--- config.mk ---
export PLATFORM = sky130hd
export DESIGN_NAME = intr_ctrl_flat
export DESIGN_NICKNAME = d
export VERILOG_FILES = /design/src/rtl/intr_ctrl_if.sv /design/src/rtl/intr_ctrl.sv /design/src/flat_wrapper.sv
export SDC_FILE = /design/constraint.sdc
export NUM_CORES = 1
export LEC_CHECK = 0
export BUFFER_PORTS_ARGS = -buffer_cell sky130_fd_sc_hd__buf_2
export CAP_MARGIN = 30
export CORE_UTILIZATION = 44
export CTS_BUF_LIST = sky130_fd_sc_hd__clkbuf_16
export DETAILED_ROUTE_END_ITERATION = 16
export PLACE_DENSITY = 0.71
export SLEW_MARGIN = 20
export SYNTH_ARGS = -nofsm -noshare
export SYNTH_HDL_FRONTEND = slang
export SYNTH_SLANG_ARGS = --single-unit
--- constraint.sdc ---
create_clock -name CLK -period 1.2 [get_ports CLK]
set_input_delay 0.12 -clock CLK [delete_from_list [all_inputs] [get_ports CLK]]
set_output_delay 0.12 -clock CLK [all_outputs]
set_load 0.005 [all_outputs]
--- src/rtl/intr_ctrl_if.sv ---
// Handshake bundle between the interrupt controller and the control unit / CSR block.
// The control-unit side uses the master modport; the controller uses slave.
interface intr_ctrl_if #(
    parameter int unsigned NUM_SRC = 4,
    parameter int unsigned ID_W    = (NUM_SRC > 1) ? $clog2(NUM_SRC) : 1
);
    logic [NUM_SRC-1:0] IRQ;
    logic               MIE;
    logic               MASK_WE;
    logic [NUM_SRC-1:0] MASK_DIN;
    logic               INT_ACK;
    logic               INT_DONE;
    logic               INTR;
    logic [ID_W-1:0]    INT_ID;
    logic [NUM_SRC-1:0] PEND;
    logic [NUM_SRC-1:0] MASK;

    modport master (
        output IRQ, MIE, MASK_WE, MASK_DIN, INT_ACK, INT_DONE,
        input  INTR, INT_ID, PEND, MASK
    );

    modport slave (
        input  IRQ, MIE, MASK_WE, MASK_DIN, INT_ACK, INT_DONE,
        output INTR, INT_ID, PEND, MASK
    );
endinterface

--- src/rtl/intr_ctrl.sv ---
// Interrupt controller: synchronise, latch, mask and prioritise NUM_SRC lines into one INTR.
// Define INTC_LEVEL_MODE_EN for level-sensitive sources (default: rising-edge sources).
module intr_ctrl #(
    parameter int unsigned NUM_SRC = 4,
    parameter int unsigned ID_W    = (NUM_SRC > 1) ? $clog2(NUM_SRC) : 1
) (
    input  logic       CLK,
    input  logic       RST_N,
    intr_ctrl_if.slave bus
);
    typedef enum logic [1:0] {ST_IDLE, ST_REQ, ST_BUSY} state_t;

    state_t             state_q;
    logic               intr_q;
    logic [ID_W-1:0]    id_q;
    logic [ID_W-1:0]    sel;
    logic [NUM_SRC-1:0] sync1_q;
    logic [NUM_SRC-1:0] pend_q, pend_d;
    logic [NUM_SRC-1:0] mask_q;
    logic [NUM_SRC-1:0] eligible;

`ifdef INTC_LEVEL_MODE_EN
    // The pending register doubles as the second synchroniser stage, so PEND is s2.
    always_ff @(posedge CLK or negedge RST_N) begin
        if (!RST_N) begin
            sync1_q <= '0;
        end else begin
            sync1_q <= bus.IRQ;
        end
    end

    always_comb begin
        pend_d = sync1_q;
    end
`else
    logic [NUM_SRC-1:0] sync2_q, sync3_q;
    logic [NUM_SRC-1:0] edge_det;
    logic [NUM_SRC-1:0] clr;

    always_ff @(posedge CLK or negedge RST_N) begin
        if (!RST_N) begin
            sync1_q <= '0;
            sync2_q <= '0;
            sync3_q <= '0;
        end else begin
            sync1_q <= bus.IRQ;
            sync2_q <= sync1_q;
            sync3_q <= sync2_q;
        end
    end

    // A new edge on the source being acknowledged must survive the clear.
    always_comb begin
        edge_det = sync2_q & ~sync3_q;
        clr      = '0;
        if (state_q == ST_REQ && bus.INT_ACK) begin
            clr[id_q] = 1'b1;
        end
        pend_d = (pend_q & ~clr) | edge_det;
    end
`endif

    always_ff @(posedge CLK or negedge RST_N) begin
        if (!RST_N) begin
            pend_q <= '0;
            mask_q <= '0;
        end else begin
            pend_q <= pend_d;
            if (bus.MASK_WE) begin
                mask_q <= bus.MASK_DIN;
            end
        end
    end

    always_comb begin
        eligible = bus.MIE ? (pend_q & mask_q) : '0;
        sel      = '0;
        for (int unsigned i = NUM_SRC; i > 0; i--) begin
            if (eligible[i-1]) begin
                sel = ID_W'(i - 1);
            end
        end
    end

    always_ff @(posedge CLK or negedge RST_N) begin
        if (!RST_N) begin
            state_q <= ST_IDLE;
            intr_q  <= 1'b0;
            id_q    <= '0;
        end else begin
            case (state_q)
                ST_IDLE: begin
                    if (eligible != '0) begin
                        id_q    <= sel;
                        intr_q  <= 1'b1;
                        state_q <= ST_REQ;
                    end
                end
                ST_REQ: begin
                    if (bus.INT_ACK) begin
                        intr_q  <= 1'b0;
                        state_q <= ST_BUSY;
                    end else if (!bus.MIE || !eligible[id_q]) begin
                        intr_q  <= 1'b0;
                        state_q <= ST_IDLE;
                    end
                end
                ST_BUSY: begin
                    if (bus.INT_DONE) begin
                        state_q <= ST_IDLE;
                    end
                end
                default: begin
                    intr_q  <= 1'b0;
                    state_q <= ST_IDLE;
                end
            endcase
        end
    end

    assign bus.INTR   = intr_q;
    assign bus.INT_ID = id_q;
    assign bus.PEND   = pend_q;
    assign bus.MASK   = mask_q;
endmodule
--- src/flat_wrapper.sv ---
// flat-port wrapper written by rule: the top's interface ports become plain ports
module intr_ctrl_flat 
#(
    parameter int unsigned NUM_SRC = 4,
    parameter int unsigned ID_W    = (NUM_SRC > 1) ? $clog2(NUM_SRC) : 1
)
  (CLK, RST_N, bus_IRQ, bus_MIE, bus_MASK_WE, bus_MASK_DIN, bus_INT_ACK, bus_INT_DONE, bus_INTR, bus_INT_ID, bus_PEND, bus_MASK);
  intr_ctrl_if #(.NUM_SRC(NUM_SRC), .ID_W(ID_W)) bus_i ();
  input  logic CLK;
  input  logic RST_N;
  input wire logic [$bits(bus_i.IRQ)-1:0] bus_IRQ;
  input wire logic [$bits(bus_i.MIE)-1:0] bus_MIE;
  input wire logic [$bits(bus_i.MASK_WE)-1:0] bus_MASK_WE;
  input wire logic [$bits(bus_i.MASK_DIN)-1:0] bus_MASK_DIN;
  input wire logic [$bits(bus_i.INT_ACK)-1:0] bus_INT_ACK;
  input wire logic [$bits(bus_i.INT_DONE)-1:0] bus_INT_DONE;
  output wire logic [$bits(bus_i.INTR)-1:0] bus_INTR;
  output wire logic [$bits(bus_i.INT_ID)-1:0] bus_INT_ID;
  output wire logic [$bits(bus_i.PEND)-1:0] bus_PEND;
  output wire logic [$bits(bus_i.MASK)-1:0] bus_MASK;
  assign bus_i.IRQ = bus_IRQ;
  assign bus_i.MIE = bus_MIE;
  assign bus_i.MASK_WE = bus_MASK_WE;
  assign bus_i.MASK_DIN = bus_MASK_DIN;
  assign bus_i.INT_ACK = bus_INT_ACK;
  assign bus_i.INT_DONE = bus_INT_DONE;
  assign bus_INTR = bus_i.INTR;
  assign bus_INT_ID = bus_i.INT_ID;
  assign bus_PEND = bus_i.PEND;
  assign bus_MASK = bus_i.MASK;
  intr_ctrl #(.NUM_SRC(NUM_SRC), .ID_W(ID_W)) u_core (.CLK(CLK), .RST_N(RST_N), .bus(bus_i));
endmodule
After elaboration in Yosys (flattened, before gate mapping)
Cells that the tools add are included.
- register bits: 25
- input bits: 14
- output and inout port bits: 11
- logic and storage cells: 51
- $lt $le $gt $ge: 2
- equality and inequality tests: 5
- muxes and demuxes: 19
- bitwise operators: 7
- reductions and logical operators: 10
- operators with widths (operator ; count):
    $mux 2 ; 8
    $and 4x4->4 ; 3
    $mux 4 ; 2
    $not 4->4 ; 2
    $pmux 2 s3 ; 1
    $reduce_and 3->1 ; 2
    $mux 1 ; 5
    $or 4x4->4 ; 1
    $reduce_bool 4->1 ; 1
    $lt 2x3->1 const B ; 1
    $ne 3x3->1 const B ; 1
    $pmux 1 s3 ; 1
    $bmux 1 s2 ; 1
    $demux 1 s2 ; 1
    $eq 2x1->1 const B ; 1
    $eq 2x2->1 const B ; 1
    $ge 2x1->1 const B ; 1
    $logic_and 1x1->1 ; 2
    $logic_not 1->1 ; 2
    $logic_not 2->1 ; 1
    $ne 2x1->1 const B ; 1
    $ne 2x2->1 const B ; 1
    $reduce_and 2->1 ; 1
    $logic_or 1x1->1 ; 1
    $not 1->1 ; 1

Longest topological paths before layout
Gate-level depths: netlist (run 1).
- word-level depth: 9
- depth in mapped cells: 5
- depth with buffers taken out: 4

Worst setup path before layout (run 1)
OpenSTA, ideal clock, no wires.
- path type: reg-to-reg
- from: register u_core.state_q[0]
- to: register u_core.id_q[0], in the netlist u_core.bus.INT_ID[0]
- setup time: 0.127 ns
- arrival time: 1.094 ns
- data required time: 1.073 ns
- setup slack: -0.022 ns
- stages on the path, launching flop included: 4
- path buffers: 0
- period minus slack after synthesis: 1.222 ns
- cells stage by stage: dfrtp_1 > nor3b_2 > o21a_1 > mux2_1
- cells in the longest elaborated chain, start to end: 2
- ends and longest elaborated chain (item ; RTL line ; RTL):
    start, declared ; intr_ctrl.sv:13 ; state_t state_q;
    start signal, assigned ; intr_ctrl.sv:87 ; state_q <= ST_IDLE;
    start signal, assigned ; intr_ctrl.sv:96 ; state_q <= ST_REQ;
    start signal, assigned ; intr_ctrl.sv:102 ; state_q <= ST_BUSY;
    $logic_not 2->1 ; intr_ctrl.sv:91 ; case (state_q)
    $reduce_and 2->1 (no source line) ; -- ;
    end signal, assigned ; intr_ctrl.sv:94 ; id_q <= sel;
    end, declared ; intr_ctrl.sv:15 ; logic [ID_W-1:0] id_q;
Every way passes these cells.
A chain may end at the register's enable or synchronous reset.

Final worst setup path (run 1)
Ends and elaborated chain as after synthesis.

==> results of run 1 <==
[critical path, stage by stage (launching register included)]
cell	delay (ns)
dfrtp_1	0.40
nor3b_2	0.21
o21a_1	0.20
mux2_4	0.30
[worst paths after layout]
| path | depth (start not counted) | from | endpoint | slack [ns] |
|---|---|---|---|---|
| max reg2reg | 3 | u_core.state_q[0] | u_core.bus.INT_ID[0] | -0.02 |
| max | 3 | u_core.state_q[0] | u_core.bus.INT_ID[0] | -0.02 |
| min reg2reg | 0 | u_core.sync1_q[2] | u_core.sync2_q[2] | 0.35 |
| max in group asynchronous | 2 | RST_N | u_core.sync2_q[0] | 0.46 |
| min in group asynchronous | 2 | RST_N | u_core.bus.INT_ID[0] | 0.38 |
| min | 2 | bus_MASK_DIN[2] | u_core.bus.MASK[2] | 0.09 |
[registers in the layout, indices dropped and copies added (netlist names)]
signal             count
u_core.bus.INTR        1
u_core.sync1_q         4
u_core.sync2_q         4
u_core.state_q         2
u_core.bus.INT_ID      2
u_core.bus.MASK        4
u_core.sync3_q         4
u_core.bus.PEND        4
[stage by stage]
stage,hold slack [ns],std cells
global route,0.09458,142
global placement,0.1287,130
floorplan,-0.1756,74
detailed placement,0.1381,130
finish,0.08661,142
CTS,0.08569,139
[what timing repair did]
action	4_1_cts	5_1_grt
gates resized for setup	1	5
hold buffers	5	0
setup buffers	0	3
endpoints found under the hold margin	29	0
setup endpoints to repair	2	5
pin swaps	0	6
[placed cells by master (no fill, tap or decap)]
cell type / instances
nand3b_1: 1
o31ai_1: 1
mux2_4: 1
clkbuf_16: 3
nor3b_2: 1
clkinv_2: 1
nand2_1: 9
nand3_1: 2
a21oi_1: 3
a41o_1: 1
nand4_1: 1
dlygate4sd3_1: 5
dfrtp_1: 25
o31ai_2: 1
nand2_2: 3
mux2_1: 4
o21ai_1: 5
buf_4: 9
nor2_1: 1
nand4bb_1: 2
nand2b_1: 1
a21o_1: 1
nand4b_1: 2
o21a_1: 1
and3b_1: 1
inv_1: 5
buf_2: 24
buf_6: 1
[power by group through the flow]
stage	Combinational (W)	Clock, W	Sequential [W]
after floorplan	0.000351	0	0.00112
final	0.000727	0.000721	0.00113
after global placement	0.000618	0	0.00113
after detailed placement	0.000638	0	0.00114
after global routing	0.000822	0.000768	0.00115
after CTS	0.000670	0.000743	0.00112
[area by class of cell]
type	instances	area share
clock inverter	1	0.003850
multi-input combinational	42	0.2252
timing repair buffer	39	0.1915
inverter	5	0.01444
tap	27	0.02599
sequential	25	0.4812
clock buffer	3	0.05775
[routing by layer]
metal | GRT usage | vias up | share of wire
li1 | - | 338 | -
met1 | 0.1708 | 337 | 0.41
met2 | 0.3173 | 27 | 0.51
met3 | 0.03333 | 6 | 0.049
met4 | 0.1222 | 0 | 0.031
met5 | 0 | - | 0
[kinds of logic (layout without fill, tap and decap cells)]
logic type             after synthesis  after routing
flip-flops                          25             25
AND/OR/NAND/NOR                     24             24
AO/OA/AOI/OAI                       13             13
buffers and inverters                7             48
multiplexers                         5              5
==> impl_metrics.tcl, run 1 <==
set metrics [dict create \
    status "finished, violations left" \
    failed_checks "negative setup slack" \
    worst_ep_arrival_time_ns 1.36 \
    grt_overflow_total 0 \
    grt_pass1_vias 634 \
    final_period_minus_worst_setup_slack_ns 1.218 \
    slew_headroom 0.6424 \
    p_leak_nw 0.6313 \
    power_frac_comb 0.282 \
    io_buffers 24 \
    drc 0 \
    hold_viol_final 0 \
    yosysMostFrequentCell "dfrtp_1" \
    path_clk_slew_ns 0.06 \
    rsz0062_at_grt "yes" \
    die_x_um 48.15 \
    design.core.area_sq_um 1982 \
    place_area_sq_um 1127 \
    antenna_found_initial 0 \
    timing.final.ws_setup_ns -0.01823 \
    finClkSkew_ns 0.006522 \
    setup_viol 1 \
    worstSetupPathType "flop to flop" \
    cts_root_buf "clkbuf_16" \
    final_layout_size_suffix_gt1_frac 0.3826 \
    start_kind "flop" \
    finalCritPeriodShare 1.015 \
    num_rows 16 \
    htree_levels 1 \
    seqPwrFrac 0.437 \
    synth_area_leaders "dfrtp_1 67%, mux2_1 6.0%, nand2_1 4.8%" \
    synth_edf_count 0 \
    clk_path_buf_depth 2 \
    cts_buffers 3 \
    yosys.area_share.simple 0.1495 \
    post-place-ws_ns -0.01313 \
    vias 708 \
    place_congestion 0.7617 \
    clkLatencyLatePin_ns 0.26 \
    synthToLayoutAreaGrowth_pct 38.72 \
    wl_per_cell_um 12.13 \
    netlist_instances 74 \
    avgSynthCellArea_sq_um 12.66 \
    slew_violations 0 \
    synthMuxAreaShare 0.06008 \
    synth-seq-cells 25 \
    postRouteAntennaNets 0 \
    multiInputGateArea_sq_um 292.8 \
    tightest_slew_ns 0.5364 \
    first_iter_violations 11 \
    start_util 0.4729 \
    fmax_ghz 0.8209 \
    final-seq-area_sq_um 625.6 \
    synth-async-reset-ratio 1.000 \
    total_power_w 0.002572 \
    internal_power_w 0.001851 \
    cp-end-kind "flop" \
    first_pass_iters 4 \
    grt_max_degree 26 \
    synth-compound-area-share 0.08545 \
    synthXorXnorAreaFrac 0 \
    synth.largest_area_cell "dfrtp_1" \
    tns_ns -0.01823 \
    dpl.hpwl_mm 1.270 \
    vias_per_cell 4.986 \
    synth.top_cell.area_share 0.6676 \
    grt_pass1_wl_mm 2.518 \
    fillers 144 \
    die_h_um 48.15 \
    worstPathRequired_ns 1.34 \
    synth_fa_ha_area_frac 0 \
    synth.yosys.warnings 0 \
    grt_usage 0.1726 \
    synthFlopType "dfrtp_1" \
    synth.yosys.seq_area_share 0.6676 \
    ios 25 \
    cts_tree "yes" \
    swShare 0.2805 \
    routed_wl_mm 1.723 \
    drv_cap 0 \
    switchingPower_w 0.0007216 \
    fin_area_sq_um 1300 \
    synth_nets 88 \
    utilization 0.6559 \
    dieArea_sq_um 2318 \
    synth_top_family_by_area "simple AND/OR/NAND/NOR gates" \
    nNetsFinal 130 \
    p_clk_frac 0.280 \
    netlist_area_sq_um 937.1 \
    antenna_cells 0 \
    peakVddDrop_mv 1.108 \
    crit_fanout 2 \
    power_density_nw_per_um2 1979 \
    hold_class "primary input to flop" \
    ys_types 21 \
    synth_top_cells_by_count "25 x dfrtp_1, 12 x nand2_1, 5 x inv_1, 5 x mux2_1, 5 x o21ai_1" \
    cts_sinks 25 \
]
Power figures use the tool's default switching activity.
==> run 2, diff against run 1 <==
--- a/config.mk
+++ b/config.mk
@@ -5,12 +5,13 @@
 export SDC_FILE = /design/constraint.sdc
 export NUM_CORES = 1
 export LEC_CHECK = 0
+export ABC_AREA = 1
 export BUFFER_PORTS_ARGS = -buffer_cell sky130_fd_sc_hd__buf_2
 export CAP_MARGIN = 30
 export CORE_UTILIZATION = 44
 export CTS_BUF_LIST = sky130_fd_sc_hd__clkbuf_16
 export DETAILED_ROUTE_END_ITERATION = 16
-export PLACE_DENSITY = 0.71
+export PLACE_DENSITY = 0.72
 export SLEW_MARGIN = 20
 export SYNTH_ARGS = -nofsm -noshare
 export SYNTH_HDL_FRONTEND = slang
==> run 2 against run 1 <==
The flow now finishes without violations; wire length shrank 7.1%; maximum frequency grew 13%; sequential cell count did not move; largest cell class unchanged; highest routed layer unchanged.
==> impl_metrics.tcl, run 2 <==
set metrics [dict create \
    synthFlopType "dfrtp_1" \
    fmax_ghz 0.9255 \
    first_pass_iters 4 \
    place_area_sq_um 1065 \
    swShare 0.2962 \
    drv_cap 0 \
    avgSynthCellArea_sq_um 10.97 \
    peakVddDrop_mv 0.9956 \
    ios 25 \
    netlist_instances 83 \
    power_density_nw_per_um2 2015 \
    final_common_cell "buf_2" \
    finClkSkew_ns 0.001666 \
    die_x_um 47.50 \
    io_buffers 24 \
    r2r_start "u_core.state_q[1]" \
    cts_root_buf "clkbuf_16" \
    netlist_area_sq_um 910.9 \
    final_cell_mix "24 x buf_2, 23 x dfrtp_1, 15 x nand2_1, 9 x inv_1, 8 x o21ai_0" \
    htree_levels 1 \
    first_iter_violations 11 \
    clk_path_buf_depth 2 \
    fin_area_sq_um 1201 \
    synthToLayoutAreaGrowth_pct 31.87 \
    vias 680 \
    internal_power_w 0.001703 \
    crit_fanout 5 \
    routed_wl_mm 1.601 \
    r2r_slack_ns 0.12 \
    hold_start "bus_INT_DONE" \
    slew_violations 0 \
    power_frac_comb 0.240 \
    final_period_minus_worst_setup_slack_ns 1.080 \
    num_rows 16 \
    start_kind "flop" \
    post-place-ws_ns 0.09712 \
    tns_ns 0 \
    die_h_um 47.50 \
    worstSetupPathType "flop to flop" \
    final_layout_size_suffix_gt1_frac 0.3276 \
    place_congestion 0.9240 \
    synth_area_leaders "dfrtp_1 69%, nand2_1 6.6%, mux2_2 4.9%" \
    postRouteAntennaNets 0 \
    antenna_found_initial 0 \
    dpl.hpwl_mm 1.080 \
    worstPathRequired_ns 1.33 \
    finalCritPeriodShare 0.9004 \
    antenna_cells 0 \
    cts_tree "yes" \
    grt_max_degree 26 \
    synth.yosys.seq_area_share 0.6868 \
    fillers 180 \
    hold_viol_final 0 \
    grt_pass1_vias 638 \
    post_cts_buffers 0 \
    grt_overflow_total 0 \
    synth-async-reset-ratio 1.000 \
    r2r_cells 4 \
    rsz0062_at_grt "no" \
    ys_types 14 \
    grt_pass1_wl_mm 2.373 \
    synth-seq-cells 25 \
    yosysMostFrequentCell "dfrtp_1" \
    drc 0 \
    start_util 0.4643 \
    cp-end-kind "flop" \
    synth.yosys.warnings 0 \
    hold_class "primary input to flop" \
    wl_per_cell_um 11.20 \
    design.core.area_sq_um 1962 \
    synth_top_cells_by_count "25 x dfrtp_1, 16 x nand2_1, 10 x inv_1" \
    status "completed" \
    cts_buffers 3 \
    synth_edf_count 0 \
    hold_end "u_core.state_q[1]" \
    vias_per_cell 4.755 \
    path_clk_slew_ns 0.06 \
    clkLatencyLatePin_ns 0.25 \
    p_clk_frac 0.288 \
    worst_ep_arrival_time_ns 1.21 \
    cp-startpoint "u_core.state_q[1]" \
    synth_nets 97 \
    cts_sinks 25 \
    min_path_cells 2 \
    grt_usage 0.1570 \
    nNetsFinal 131 \
    slew_headroom 0.6413 \
    seqPwrFrac 0.472 \
    timing.final.ws_setup_ns 0.1195 \
    utilization 0.6122 \
    setup_viol 0 \
    p_leak_nw 0.5945 \
    dieArea_sq_um 2256 \
    synth.largest_area_cell "dfrtp_1" \
    synth.top_cell.area_share 0.6868 \
    r2r_end "u_core.bus.PEND[2]" \
    total_power_w 0.002420 \
    tightest_slew_ns 0.5381 \
    switchingPower_w 0.0007169 \
]
## run 2: stage by stage
step / std cells / hold slack (ns)
finish: 143 / 0.04657
global route: 143 / 0.04528
CTS: 143 / 0.04829
detailed placement: 134 / 0.1344
global placement: 134 / 0.1260
floorplan: 83 / -0.1756
## run 2: timing repair
item,in CTS,in global routing
resized for setup,0,6
hold endpoints to repair,29,0
hold buffers,5,0
setup endpoints to repair,0,1
## run 2: routing by layer
layer,share of wire,global-route usage,up-vias
met5,0,0,-
met1,0.43,0.1707,319
met3,0.042,0.03396,2
li1,-,-,340
met4,0.0062,0.08571,0
met2,0.52,0.2822,19
## run 2: final cells by class
type	instances	area [sq um]	share of cell area
Clock buffer	3	75.07	0.06250
Timing Repair Buffer	29	170.2	0.1417
Multi-Input combinational cell	48	252.7	0.2104
Clock inverter	1	3.754	0.003125
Inverter	10	37.54	0.03125
Sequential cell	25	628.1	0.5229
Tap cell	27	33.78	0.02813
## run 2: worst max-delay path by stage
stage                                    end  slack (ns)
after CTS                    u_core.bus.INTR        0.08
after global routing      u_core.bus.PEND[2]       0.005
after global placement       u_core.bus.INTR        0.11
after detailed placement     u_core.bus.INTR         0.1
final                     u_core.bus.PEND[2]        0.12
after floorplan              u_core.bus.INTR        0.20
## run 2: critical path: stages (launching register included)
cell,delay [ns]
dfrtp_1,0.40
inv_1,0.10
nand3_1,0.16
o21ai_0,0.20
o21ai_0,0.11
## run 2: power groups by stage
stage | sequential (W) | combinational, W | clock, W
final | 0.00114 | 0.000581 | 0.000698
after detailed placement | 0.00114 | 0.000542 | 0
after floorplan | 0.00113 | 0.000330 | 0
after global placement | 0.00113 | 0.000538 | 0
after CTS | 0.00113 | 0.000562 | 0.000719
after global routing | 0.00116 | 0.000677 | 0.000758
## run 2: cell families (layout without fill, tap and decap cells)
logic type	after synthesis	in the layout	share of synthesized area
muxes	4	4	0.04945
AOI/OAI and AO/OA	14	14	0.08654
and+or+nand+nor	30	30	0.1360
DFF	25	25	0.6868
buffers and inverters	10	43	0.04121
